--- src/rtl/camera_yuv_rgb_scan.sv ---
// camera_yuv_rgb_scan: YUV422 camera byte stream to packed RGB pixels.
//   pclk, rst_n            : pixel clock, async active-low reset
//   href, vsync, cam_data  : camera line qualifier, frame sync, byte
//   pix_data, pix_valid    : packed RGB332/565/888 pixel and its strobe
//   pix_x, pix_y, pix_sof  : pixel coordinates, first-pixel-of-frame flag
//   line_done, line_len    : end-of-line pulse and pixels on that line
//   fmt_err                : partial pair at line end, or X/Y overflow
module camera_yuv_rgb_scan #(
    parameter  int OUT_FMT    = 0,
    parameter  int BYTE_ORDER = 0,
    parameter  int MAX_W      = 640,
    parameter  int MAX_H      = 480,
    localparam int OUT_W      = (OUT_FMT == 0) ? 8 :
                                (OUT_FMT == 1) ? 16 : 24,
    localparam int X_W        = $clog2(MAX_W),
    localparam int Y_W        = $clog2(MAX_H)
) (
    input  logic             pclk,
    input  logic             rst_n,
    input  logic             href,
    input  logic             vsync,
    input  logic [7:0]       cam_data,
    output logic [OUT_W-1:0] pix_data,
    output logic             pix_valid,
    output logic [X_W-1:0]   pix_x,
    output logic [Y_W-1:0]   pix_y,
    output logic             pix_sof,
    output logic             line_done,
    output logic [X_W-1:0]   line_len,
    output logic             fmt_err
);

    // Counters carry one spare bit so they can sit at MAX_W / MAX_H.
    localparam logic [X_W:0] X_LIM = (X_W+1)'(MAX_W);
    localparam logic [Y_W:0] Y_LIM = (Y_W+1)'(MAX_H);

    // Capture slots: 0=Y0 1=U 2=Y1 3=V
    function automatic logic [1:0] slot_of(input logic [1:0] ph);
        logic [1:0] s;
        case (BYTE_ORDER)
            1:       s = {ph[1], ~ph[0]};
            2: begin
                case (ph)
                    2'd0:    s = 2'd0;
                    2'd1:    s = 2'd3;
                    2'd2:    s = 2'd2;
                    default: s = 2'd1;
                endcase
            end
            3: begin
                case (ph)
                    2'd0:    s = 2'd3;
                    2'd1:    s = 2'd0;
                    2'd2:    s = 2'd1;
                    default: s = 2'd2;
                endcase
            end
            default: s = ph;
        endcase
        return s;
    endfunction

    function automatic logic [7:0] sat(input logic signed [11:0] v);
        if (v < 12'sd0)
            return 8'd0;
        else if (v > 12'sd255)
            return 8'd255;
        else
            return v[7:0];
    endfunction

    function automatic logic [OUT_W-1:0] pack(input logic [7:0] r,
                                              input logic [7:0] g,
                                              input logic [7:0] b);
        logic [23:0] w;
        case (OUT_FMT)
            0:       w = {16'd0, r[7:5], g[7:5], b[7:6]};
            1:       w = {8'd0, r[7:3], g[7:2], b[7:3]};
            default: w = {r, g, b};
        endcase
        return w[OUT_W-1:0];
    endfunction

    logic [1:0]       phase;
    logic             last_href;
    logic [X_W:0]     x_cnt;
    logic [Y_W:0]     y_cnt;
    logic             sof_pend;
    logic             err_line;
    logic [7:0]       cap [4];

    // Completed pair, coordinates reserved at capture time
    logic             pr_vld, pr_ok0, pr_ok1, pr_err0, pr_err1;
    logic [X_W-1:0]   pr_x;
    logic [Y_W-1:0]   pr_y;

    // Converted pair awaiting emission
    logic             st_vld, st_ok0, st_ok1, st_err0, st_err1;
    logic [X_W-1:0]   st_x;
    logic [Y_W-1:0]   st_y;
    logic [OUT_W-1:0] st_pk0, st_pk1;
    logic             p1_vld;

    logic signed [11:0] yp0, yp1, up, vp, r_off, g_off, b_off;
    logic [OUT_W-1:0]   pk0, pk1;
    logic               fall, ok0, ok1, emit;

    always_comb begin
        yp0   = $signed({4'd0, cap[0]}) - 12'sd16;
        yp1   = $signed({4'd0, cap[2]}) - 12'sd16;
        up    = $signed({4'd0, cap[1]}) - 12'sd128;
        vp    = $signed({4'd0, cap[3]}) - 12'sd128;
        r_off = vp + (vp >>> 2);
        g_off = (up >>> 2) + (vp >>> 1);
        b_off = up + (up >>> 1) + (up >>> 2);
        pk0   = pack(sat(yp0 + r_off), sat(yp0 - g_off), sat(yp0 + b_off));
        pk1   = pack(sat(yp1 + r_off), sat(yp1 - g_off), sat(yp1 + b_off));
    end

    // A pair's second pixel is in range only if its first one is too.
    assign fall = last_href & ~href;
    assign ok0  = (x_cnt < X_LIM) && (y_cnt < Y_LIM);
    assign ok1  = ((x_cnt + (X_W+1)'(1)) < X_LIM) && (y_cnt < Y_LIM);
    assign emit = st_vld ? st_ok0 : st_ok1;

    always_ff @(posedge pclk or negedge rst_n) begin
        if (!rst_n) begin
            phase     <= '0;
            last_href <= 1'b0;
            x_cnt     <= '0;
            y_cnt     <= '0;
            sof_pend  <= 1'b1;
            err_line  <= 1'b0;
            for (int i = 0; i < 4; i++) cap[i] <= '0;
            pr_vld    <= 1'b0;
            pr_ok0    <= 1'b0;
            pr_ok1    <= 1'b0;
            pr_err0   <= 1'b0;
            pr_err1   <= 1'b0;
            pr_x      <= '0;
            pr_y      <= '0;
            st_vld    <= 1'b0;
            st_ok0    <= 1'b0;
            st_ok1    <= 1'b0;
            st_err0   <= 1'b0;
            st_err1   <= 1'b0;
            st_x      <= '0;
            st_y      <= '0;
            st_pk0    <= '0;
            st_pk1    <= '0;
            p1_vld    <= 1'b0;
            pix_data  <= '0;
            pix_valid <= 1'b0;
            pix_x     <= '0;
            pix_y     <= '0;
            pix_sof   <= 1'b0;
            line_done <= 1'b0;
            line_len  <= '0;
            fmt_err   <= 1'b0;
        end else begin
            pix_valid <= 1'b0;
            pix_sof   <= 1'b0;
            line_done <= 1'b0;
            fmt_err   <= 1'b0;
            pr_vld    <= 1'b0;
            st_vld    <= 1'b0;
            p1_vld    <= 1'b0;
            if (vsync) begin
                // Frame restart: pending pixels are dropped.
                phase     <= '0;
                last_href <= 1'b0;
                x_cnt     <= '0;
                y_cnt     <= '0;
                sof_pend  <= 1'b1;
                err_line  <= 1'b0;
            end else begin
                last_href <= href;
                st_vld    <= pr_vld;
                if (pr_vld) begin
                    st_pk0  <= pk0;
                    st_pk1  <= pk1;
                    st_ok0  <= pr_ok0;
                    st_ok1  <= pr_ok1;
                    st_err0 <= pr_err0;
                    st_err1 <= pr_err1;
                    st_x    <= pr_x;
                    st_y    <= pr_y;
                end
                p1_vld <= st_vld;
                if (st_vld || p1_vld) begin
                    pix_valid <= emit;
                    fmt_err   <= st_vld ? st_err0 : st_err1;
                    if (emit) begin
                        pix_data <= st_vld ? st_pk0 : st_pk1;
                        pix_x    <= st_vld ? st_x : st_x + X_W'(1);
                        pix_y    <= st_y;
                        pix_sof  <= sof_pend;
                        sof_pend <= 1'b0;
                    end
                end
                if (fall) begin
                    line_done <= 1'b1;
                    line_len  <= x_cnt[X_W-1:0];
                    x_cnt     <= '0;
                    err_line  <= 1'b0;
                    phase     <= '0;
                    if (y_cnt < Y_LIM)
                        y_cnt <= y_cnt + (Y_W+1)'(1);
                    if (phase != 2'd0)
                        fmt_err <= 1'b1;
                end else if (href) begin
                    cap[slot_of(phase)] <= cam_data;
                    phase <= phase + 2'd1;
                    if (phase == 2'd3) begin
                        pr_vld  <= 1'b1;
                        pr_ok0  <= ok0;
                        pr_ok1  <= ok1;
                        pr_err0 <= ~ok0 & ~err_line;
                        pr_err1 <= ok0 & ~ok1 & ~err_line;
                        pr_x    <= x_cnt[X_W-1:0];
                        pr_y    <= y_cnt[Y_W-1:0];
                        if (!ok1)
                            err_line <= 1'b1;
                        if (ok1)
                            x_cnt <= x_cnt + (X_W+1)'(2);
                        else if (ok0)
                            x_cnt <= x_cnt + (X_W+1)'(1);
                    end
                end
            end
        end
    end

endmodule

--- config.mk ---
export PLATFORM = sky130hd
export DESIGN_NAME = camera_yuv_rgb_scan
export DESIGN_NICKNAME = d
export VERILOG_FILES = /design/src/rtl/camera_yuv_rgb_scan.sv
export SDC_FILE = /design/constraint.sdc
export NUM_CORES = 1
export LEC_CHECK = 0
export CORE_MARGIN = 2
export CORE_UTILIZATION = 25
export CTS_CLUSTER_DIAMETER = 30
export CTS_CLUSTER_SIZE = 28
export DETAILED_ROUTE_END_ITERATION = 10
export PLACE_DENSITY = 0.46
export REMOVE_ABC_BUFFERS = 1
export SLEW_MARGIN = 20
export SYNTH_ARGS = -nofsm -noshare
export SYNTH_HDL_FRONTEND = slang
export SYNTH_SLANG_ARGS = --single-unit
--- constraint.sdc ---
create_clock -name pclk -period 10 [get_ports pclk]
set_input_delay 2 -clock pclk [delete_from_list [all_inputs] [get_ports pclk]]
set_output_delay 2 -clock pclk [all_outputs]
set_load 0.005 [all_outputs]
# Word-level counts from Yosys, hierarchy flattened
# Cells that the tools add are included.
totals:
  regBits: 164
  inputBits: 12
  output_inout_bits: 41
  word_cells: 165
classes:
  addsub: 19
  order_cmp: 17
  n_eq_ne: 2
  n_mux: 60
  n_bitwise: 11
  reduce_logical: 21
ops:
  columns: ["op", "n"]
  rows:
  - ["8-bit two-way mux", 14]
  - ["11-bit two-way mux", 6]
  - ["10-bit two-way mux", 4]
  - ["32-bit bitwise mux", 1]
  - ["1-bit two-way mux", 28]
  - ["9-bit by 11-bit adder with 12-bit output", 2]
  - ["12-bit by 9-bit > comparator with 1-bit output, second input constant", 2]
  - ["12-bit by 1-bit < comparator with 1-bit output, second input constant", 2]
  - ["9-bit by 10-bit adder with 11-bit output", 2]
  - ["11-bit by 9-bit > comparator with 1-bit output, second input constant", 2]
  - ["11-bit by 1-bit < comparator with 1-bit output, second input constant", 2]
  - ["11-bit by 10-bit < comparator with 1-bit output, second input constant", 2]
  - ["10-bit by 1-bit adder with 10-bit output, second input constant", 2]
  - ["10-bit by 9-bit > comparator with 1-bit output, second input constant", 2]
  - ["10-bit by 1-bit < comparator with 1-bit output, second input constant", 2]
  - ["9-bit by 9-bit subtractor with 10-bit output", 2]
  - ["8-bit by 5-bit subtractor with 9-bit output, second input constant", 2]
  - ["8-bit by 8-bit subtractor with 9-bit output, second input constant", 2]
  - ["8-bit demux with 2-bit select", 1]
  - ["2-bit two-way mux", 6]
  - ["3-bit AND reduction", 4]
  - ["10-bit by 7-bit adder with 11-bit output", 1]
  - ["11-bit by 1-bit adder with 11-bit output, second input constant", 1]
  - ["11-bit by 2-bit adder with 11-bit output, second input constant", 1]
  - ["19 further kinds", 37]

# Logic depth before layout (Yosys ltp)
# Gate-level depths: netlist of the first run.
depth:
  word_depth: 10
  depth_mapped: 19
  depth_no_buf: 19

# Least setup slack after synthesis of the first run
# OpenSTA, ideal clock, no wires.
synth_path:
  path_type: "register to register"
  start: "reg cap[19] in the netlist's numbering"
  end: "reg st_pk0[1]"
  setup_time_ns: 0.140
  t_arrival_ns: 3.641
  required_ns: 9.860
  path_slack_ns: 6.219
  path_stages_with_launch: 19
  n_path_buf: 0
  period_less_slack_ns: 3.781
  cell_sequence: "dfrtp_1 inv_1 fa_1 inv_1 ha_1 inv_1 fa_1 nor2b_1 o21ai_0 a21boi_0 o21a_1 nor2_1 xnor2_1 ha_1 nor2b_1 or3_1 o32a_1 a32oi_1 o311ai_1"
synth_between:
  elab_chain_len: 7
  elab_cells_between_ends: 8
  classes_between: "add/sub (4); order compare (2); mux (2)"
synth_rtl:
  columns: ["element", "line_no", "text"]
  rows:
  - ["start: declaration", "90", "logic [7:0] cap [4];"]
  - ["start signal: indexed assignment", "212", "cap[slot_of(phase)] <= cam_data;"]
  - ["8-bit by 8-bit subtractor with 9-bit output *", "111", "up = $signed({4'd0, cap[1]}) - 12'sd128;"]
  - ["9-bit by 8-bit adder with 10-bit output", "115", "b_off = up + (up >>> 1) + (up >>> 2);"]
  - ["10-bit by 7-bit adder with 11-bit output *", "115", null]
  - ["9-bit by 11-bit adder with 12-bit output *", "116", "pk0 = pack(sat(yp0 + r_off), sat(yp0 - g_off), sat(yp0 + b_off));"]
  - ["12-bit by 9-bit > comparator with 1-bit output", "66", "else if (v > 12'sd255)"]
  - ["8-bit two-way mux", "66", null]
  - ["8-bit two-way mux *", "64", "if (v < 12'sd0)"]
  - ["end signal: assignment", "180", "st_pk0 <= pk0;"]
  - ["end: declaration", "101", "logic [OUT_W-1:0] st_pk0, st_pk1;"]
# Mark *: on every way between the ends. The rest lies on a longest branch, timed or not.
# A chain may end at the register's enable or synchronous reset.

# Final worst setup path of the first run
# Ends and elaborated chain as after synthesis.

==> results.json, run 1 <==
{
  "maxCapViolations": 0,
  "powerDensity_mw_per_mm2": 273.3,
  "port_buffers": 52,
  "synth_cell_types": 80,
  "ys_warn_count": 0,
  "syn_area_per_cell_um2": 9.717,
  "root_buffer": "clkbuf_16",
  "ys.flop_type": "dfrtp_1",
  "timing.rr.start": "cap[19]",
  "vdd_drop_max_mv": 0.1694,
  "drtIter0Drc": 368,
  "worstHoldPathType": "reg2reg",
  "cts_tree": "yes",
  "synth-seq-area-share_pct": 40.62,
  "p_sw_w": 0.001406,
  "overflow": 0,
  "fin_area_mm2": 0.01183,
  "fin_total_pwr_w": 0.003232,
  "vias_per_cell": 4.621,
  "synth_edf_count": 0,
  "ys_ff_latch": 164,
  "critPathRequiredTime_ns": 10.29,
  "drc": 0,
  "outcome": "completed",
  "antenna_left": 0,
  "antenna_cells": 0,
  "post_cts_buffers": 0,
  "whs_ns": 0.4708,
  "clockPowerShare_pct": 20.7,
  "final_nets": 1207,
  "layout-drive-gt1-share_pct": 9.601,
  "p_sw_share_pct": 43.51,
  "vias": 7528,
  "critPathMaxFanout": 5,
  "coreArea_mm2": 0.03982,
  "synthArstFlopShare_pct": 100.0,
  "whs_endpoint": "st_x[2]",
  "hold_viol": 0,
  "placed_area_mm2": 0.01123,
  "initial_core_util_pct": 25.38,
  "ios": 53,
  "timing.rr.end": "st_pk0[1]",
  "setup_viol": 0,
  "yosysTopAreaCell": "dfrtp_1",
  "hold_depth": 2,
  "synth_area_mm2": 0.01011,
  "routed_wl_um": 25670,
  "grt-busiest-layer": "met2",
  "ctsHtreeMaxLevel": 4,
  "start_kind": "register",
  "leakagePower_nw": 5.479,
  "area_delta_synth_final_pct": 17.01,
  "tns_ns": 0,
  "max-slew-margin-rel_pct": 35.91,
  "grt_pass1_vias": 7374,
  "met1_usage_pct": 18.90,
  "wl_per_cell_um": 15.76,
  "power.internal_w": 0.001826,
  "period_minus_slack_ns": 4.309,
  "synth_cells": 1040,
  "r2r_slack_ns": 5.69,
  "track_usage_pct": 13.01,
  "die_area_mm2": 0.04205,
  "setup.worst_path.end_class": "register",
  "cts.path.max_buffers": 2,
  "seq_power_share_pct": 24.2,
  "clkTransAtPathRegs_ns": 0.07,
  "antenna_found_initial": 0,
  "cts_resized": 0,
  "cts_buffers": 17,
  "clock_skew_ns": 0.01479,
  "hp-start": "pr_x[2]",
  "reg2regPathDepth": 18,
  "finalMaxSlewViolations": 0,
  "synth_top_cells_by_area": "dfrtp_1 (40%), ha_1 (11%), nand2_1 (6.2%)",
  "grt_max_degree": 72,
  "die_h_um": 205.1,
  "clk_latency_ns": 0.44,
  "synth_top_area_share_pct": 40.36,
  "gp_congestion": 0.8603,
  "cp.arrival_ns": 4.60,
  "rsz0062_at_grt": "no",
  "period_share_pct": 43.09,
  "firstDrtPassIters": 5,
  "p_comb_share_pct": 55.1,
  "grt_pass1_wl_um": 42290,
  "cts.sinks": 164,
  "worstMarginPinSlew_ns": 0.9577,
  "ctsHoldBuffers": 0,
  "met3_usage_pct": 1.877,
  "max_freq_mhz": 232.1,
  "dpl.hpwl_um": 19480,
  "fp.dieW_um": 205.1,
  "critPathKind": "reg2reg",
  "met2_usage_pct": 19.85,
  "placement_rows": 73
}
## power by group through the flow
stage	registers, W	logic, W	clock network [W]
final	0.000783	0.00178	0.000668
after global routing	0.000793	0.00203	0.000723
after CTS	0.000784	0.00179	0.000695
after detailed placement	0.000797	0.00177	0
after global placement	0.000797	0.00177	0
after floorplan	0.000770	0.00135	0
## flip-flops by register name, indices dropped and copies added (netlist names), 2 cells and up
name,count
x_cnt,11
pr_x,10
pix_data,8
y_cnt,10
st_pk1,8
st_x,10
line_len,10
phase,2
st_pk0,8
pix_x,10
pix_y,9
pr_y,9
cap,32
st_y,9
## logic make-up (layout without fill, tap and decap cells)
family	after synthesis	count (layout)	synth area share (%)
XOR/XNOR	52	52	4.507
flip-flops	164	164	40.62
AND/OR/NAND/NOR	354	354	16.22
multiplexers	71	71	7.763
adder cells (fa/ha/maj)	104	104	13.99
AO/OA/AOI/OAI	201	201	13.25
buffers and inverters	94	158	3.652
## routing by layer
layer | part of all wire (%) | up-vias | routed length (um)
li1 | - | 3760 | -
met1 | 52 | 3655 | 13320
met2 | 45 | 91 | 11470
met3 | 2.1 | 22 | 530
met4 | 1.4 | 0 | 349
met5 | 0 | - | 0
## cell usage in the layout, fill, tap and decap left out, types with 5 or more instances in the layout
cell type / n
nand2_1: 167
dfrtp_1: 163
ha_1: 89
inv_1: 65
nor2_1: 64
a21oi_1: 55
clkdlybuf4s50_1: 51
mux2_2: 47
o21ai_0: 35
xnor2_1: 30
xor2_1: 22
nor3_1: 19
nand3_1: 19
clkbuf_16: 17
nor2b_1: 15
mux2i_1: 15
fa_1: 15
a21o_1: 13
or3_1: 13
o211ai_1: 12
nand4_1: 10
a211oi_1: 8
a31oi_1: 8
mux2_1: 8
buf_4: 8
o21a_1: 7
nand2b_1: 7
o21bai_1: 6
and3_1: 6
o2111ai_1: 5
nor4_1: 5
inv_6: 5
## cell usage after synthesis (all sizes together) (12+ instances only)
library cell / count
nor3: 20
clkbuf: 21
nor2b: 15
dfrtp: 163
xor2: 22
ha: 89
or3: 13
xnor2: 30
mux2: 56
nor2: 65
a21o: 13
o211ai: 12
mux2i: 15
nand2: 167
fa: 15
inv: 66
a21oi: 55
nand3: 19
o21ai: 39
## stage by stage
stage               setup slack [ns]  cells  util [%]
floorplan                      5.622   1012         -
global placement               5.563   1597     28.21
detailed placement             5.480   1597     28.21
CTS                            5.713   1629     29.69
global route                   5.338   1629     29.69
finish                         5.691   1629     29.69
## critical path, cell delays in order (launching register included)
cell and delay (ns):
dfrtp_1 0.46, inv_1 0.12, fa_1 0.44, inv_1 0.07, ha_1 0.16, inv_1 0.05
fa_1 0.40, nor2b_1 0.12, o21ai_0 0.09, a21boi_0 0.26, o21a_1 0.16, nor2_1 0.05
xnor2_1 0.32, ha_1 0.34, nor2b_1 0.18, or3_1 0.37, o32a_1 0.18, a32oi_1 0.25
o311ai_1 0.13
## area by class of cell
class | count | area (um^2)
Multi-Input combinational cell | 782 | 5642
Sequential cell | 164 | 4105
Timing Repair Buffer | 60 | 581.8
Inverter | 66 | 247.7
Fill cell | 4275 | 28000
Clock buffer | 19 | 452.9
Clock inverter | 13 | 138.9
Tap cell | 525 | 656.9
## how the worst max path moves through the flow
stage	cells past startpoint	to	from
after floorplan	5	st_pk0[1]	vsync
after global placement	6	cap[7]	href
after detailed placement	6	cap[7]	href
after CTS	19	st_pk0[0]	cap[19]
after global routing	19	st_pk0[0]	cap[19]
final	18	st_pk0[1]	cap[19]
No activity file was read; power rests on OpenSTA's default activity.
==> run 2: changes to the inputs <==
- clock period: 10 -> 4.35 ns (I/O delays scaled with it)
==> results.json, run 2 (synthesized netlist as in run 1, its figures left out) <==
{
  "ctsHoldBuffers": 0,
  "drtIter0Drc": 425,
  "area_delta_synth_final_pct": 17.77,
  "leakagePower_nw": 5.529,
  "fin_cells": 1637,
  "p_comb_share_pct": 55.1,
  "root_buffer": "clkbuf_16",
  "initial_core_util_pct": 25.38,
  "timing.rr.end": "st_pk0[0]",
  "critPathMaxFanout": 5,
  "ctsHtreeMaxLevel": 4,
  "start_kind": "register",
  "final_common_cell": "nand2_1",
  "setup_viol": 0,
  "critPathRequiredTime_ns": 4.65,
  "antenna_left": 0,
  "r2r_slack_ns": 0.32,
  "p_sw_w": 0.003194,
  "max_freq_mhz": 248.3,
  "outcome": "completed",
  "firstDrtPassIters": 5,
  "post_cts_buffers": 0,
  "track_usage_pct": 12.57,
  "period_minus_slack_ns": 4.027,
  "grt_pass1_wl_um": 41350,
  "fin_area_mm2": 0.01190,
  "placed_area_mm2": 0.01129,
  "grt_pass1_vias": 7423,
  "vias": 7502,
  "drc": 0,
  "worstMarginPinSlew_ns": 0.7757,
  "grt_max_degree": 70,
  "vdd_drop_max_mv": 0.3837,
  "die_h_um": 205.1,
  "cts_tree": "yes",
  "hold_viol": 0,
  "largestRegisters": "cap: 32 flops, x_cnt: 11 flops",
  "antenna_cells": 0,
  "critPathKind": "reg2reg",
  "overflow": 0,
  "layout_common_cells": "nand2_1 (167), dfrtp_1 (161), ha_1 (89), inv_1 (65), nor2_1 (64)",
  "worstHoldPathType": "in2async",
  "clk_latency_ns": 0.43,
  "routed_wl_um": 25230,
  "cts_buffers": 17,
  "cts_resized": 0,
  "setup_ws_ns": 0.3233,
  "seq_power_share_pct": 24.2,
  "finalMaxSlewViolations": 0,
  "cts.path.max_buffers": 2,
  "tns_ns": 0,
  "port_buffers": 52,
  "cp.arrival_ns": 4.33,
  "dp.cells": 1605,
  "reg2regPathDepth": 19,
  "power.internal_w": 0.004211,
  "pre_cts_ws_ns": 0.1267,
  "top_register": "cap",
  "cts.sinks": 164,
  "dpl.hpwl_um": 19270,
  "clock_skew_ns": 0.009522,
  "clkTransAtPathRegs_ns": 0.07,
  "largest_reg_flops": 32,
  "die_area_mm2": 0.04205,
  "placement_rows": 73,
  "fill_cells": 4201,
  "rsz0062_at_grt": "no",
  "layout-drive-gt1-share_pct": 10.70,
  "powerDensity_mw_per_mm2": 622.2,
  "timing.rr.start": "cap[19]",
  "coreArea_mm2": 0.03982,
  "ios": 53,
  "setup.worst_path.end_class": "register",
  "final_nets": 1215,
  "max-slew-margin-rel_pct": 48.17,
  "wl_per_cell_um": 15.41,
  "fp.dieW_um": 205.1,
  "period_share_pct": 92.57,
  "vias_per_cell": 4.583,
  "gp_congestion": 0.8517,
  "antenna_found_initial": 0,
  "p_sw_share_pct": 43.13,
  "maxCapViolations": 0,
  "clockPowerShare_pct": 20.7
}
run 2: cell types whose count changed in the layout (fill, tap and decap cells not counted), moves of 2 or more:
cell / change
buf_4: +8
inv_6: -2
inv_8: +2
dfrtp_2: +2
clkinv_2: +2
dfrtp_1: -2
run 2: per-layer routing:
layer,vias up,wire (um),track usage [%]
met3,25,847,2.545
met1,3591,12480,17.32
met2,109,11430,19.70
li1,3777,-,-
met4,0,471,4.008
met5,-,0,0
run 2: area by class of cell:
| class | count | area [um^2] | area share, % |
|---|---|---|---|
| Multi-Input combinational cell | 782 | 5662 | 47.57 |
| Inverter | 66 | 247.7 | 2.082 |
| Sequential cell | 164 | 4108 | 34.51 |
| Timing Repair Buffer | 68 | 641.9 | 5.393 |
| Clock inverter | 14 | 146.4 | 1.230 |
| Tap cell | 525 | 656.9 | 5.519 |
| Clock buffer | 18 | 439.2 | 3.690 |
run 2: metrics by stage:
stage | util [%] | power (W) | hold slack [ns]
after floorplan | - | 0.004882 | 0.4331
after global placement | 28.36 | 0.005806 | 0.4465
after detailed placement | 28.36 | 0.005821 | 0.4534
after CTS | 29.83 | 0.007421 | 0.4668
after global routing | 29.89 | 0.008085 | 0.4748
final | 29.89 | 0.007405 | 0.4461
run 2: critical path: stages (launching register included):
cell      delay (ns)
dfrtp_2         0.45
inv_1           0.13
fa_1            0.42
inv_1           0.07
ha_1            0.16
inv_1           0.06
fa_1            0.40
nor2b_1         0.12
o21ai_0         0.11
a21boi_1        0.19
o21a_1          0.13
nor2_1          0.05
xnor2_2         0.15
ha_1            0.33
o21ai_0         0.12
a211oi_2        0.09
or3_1           0.36
o32a_1          0.20
a32oi_2         0.23
o311ai_1        0.12
run 2: power groups by stage:
stage,Sequential (W),Clock [W],Combinational (W)
2_1_floorplan,0.00177,0,0.00311
3_3_place_gp,0.00182,0,0.00398
3_5_place_dp,0.00183,0,0.00399
4_1_cts,0.00180,0.00159,0.00403
5_1_grt,0.00182,0.00166,0.00461
6_report,0.00179,0.00153,0.00408
run 2: worst max-delay path by stage:
stage / from / endpoint / slack (ns) / cells past startpoint
after floorplan: cap[19] / st_pk0[1] / 0.53 / 18
after global placement: cap[19] / st_pk0[0] / 0.23 / 18
after detailed placement: cap[19] / st_pk0[0] / 0.13 / 18
after CTS: cap[19] / st_pk0[0] / 0.13 / 18
after global routing: cap[19] / st_pk0[1] / 0.007 / 19
final: cap[19] / st_pk0[0] / 0.32 / 19
==> run 3: changes to the inputs <==
- CTS_CLUSTER_DIAMETER: 30 -> 200
==> results of run 3 <==
The final DEF is identical to that of run 2; final timing and power are the same.
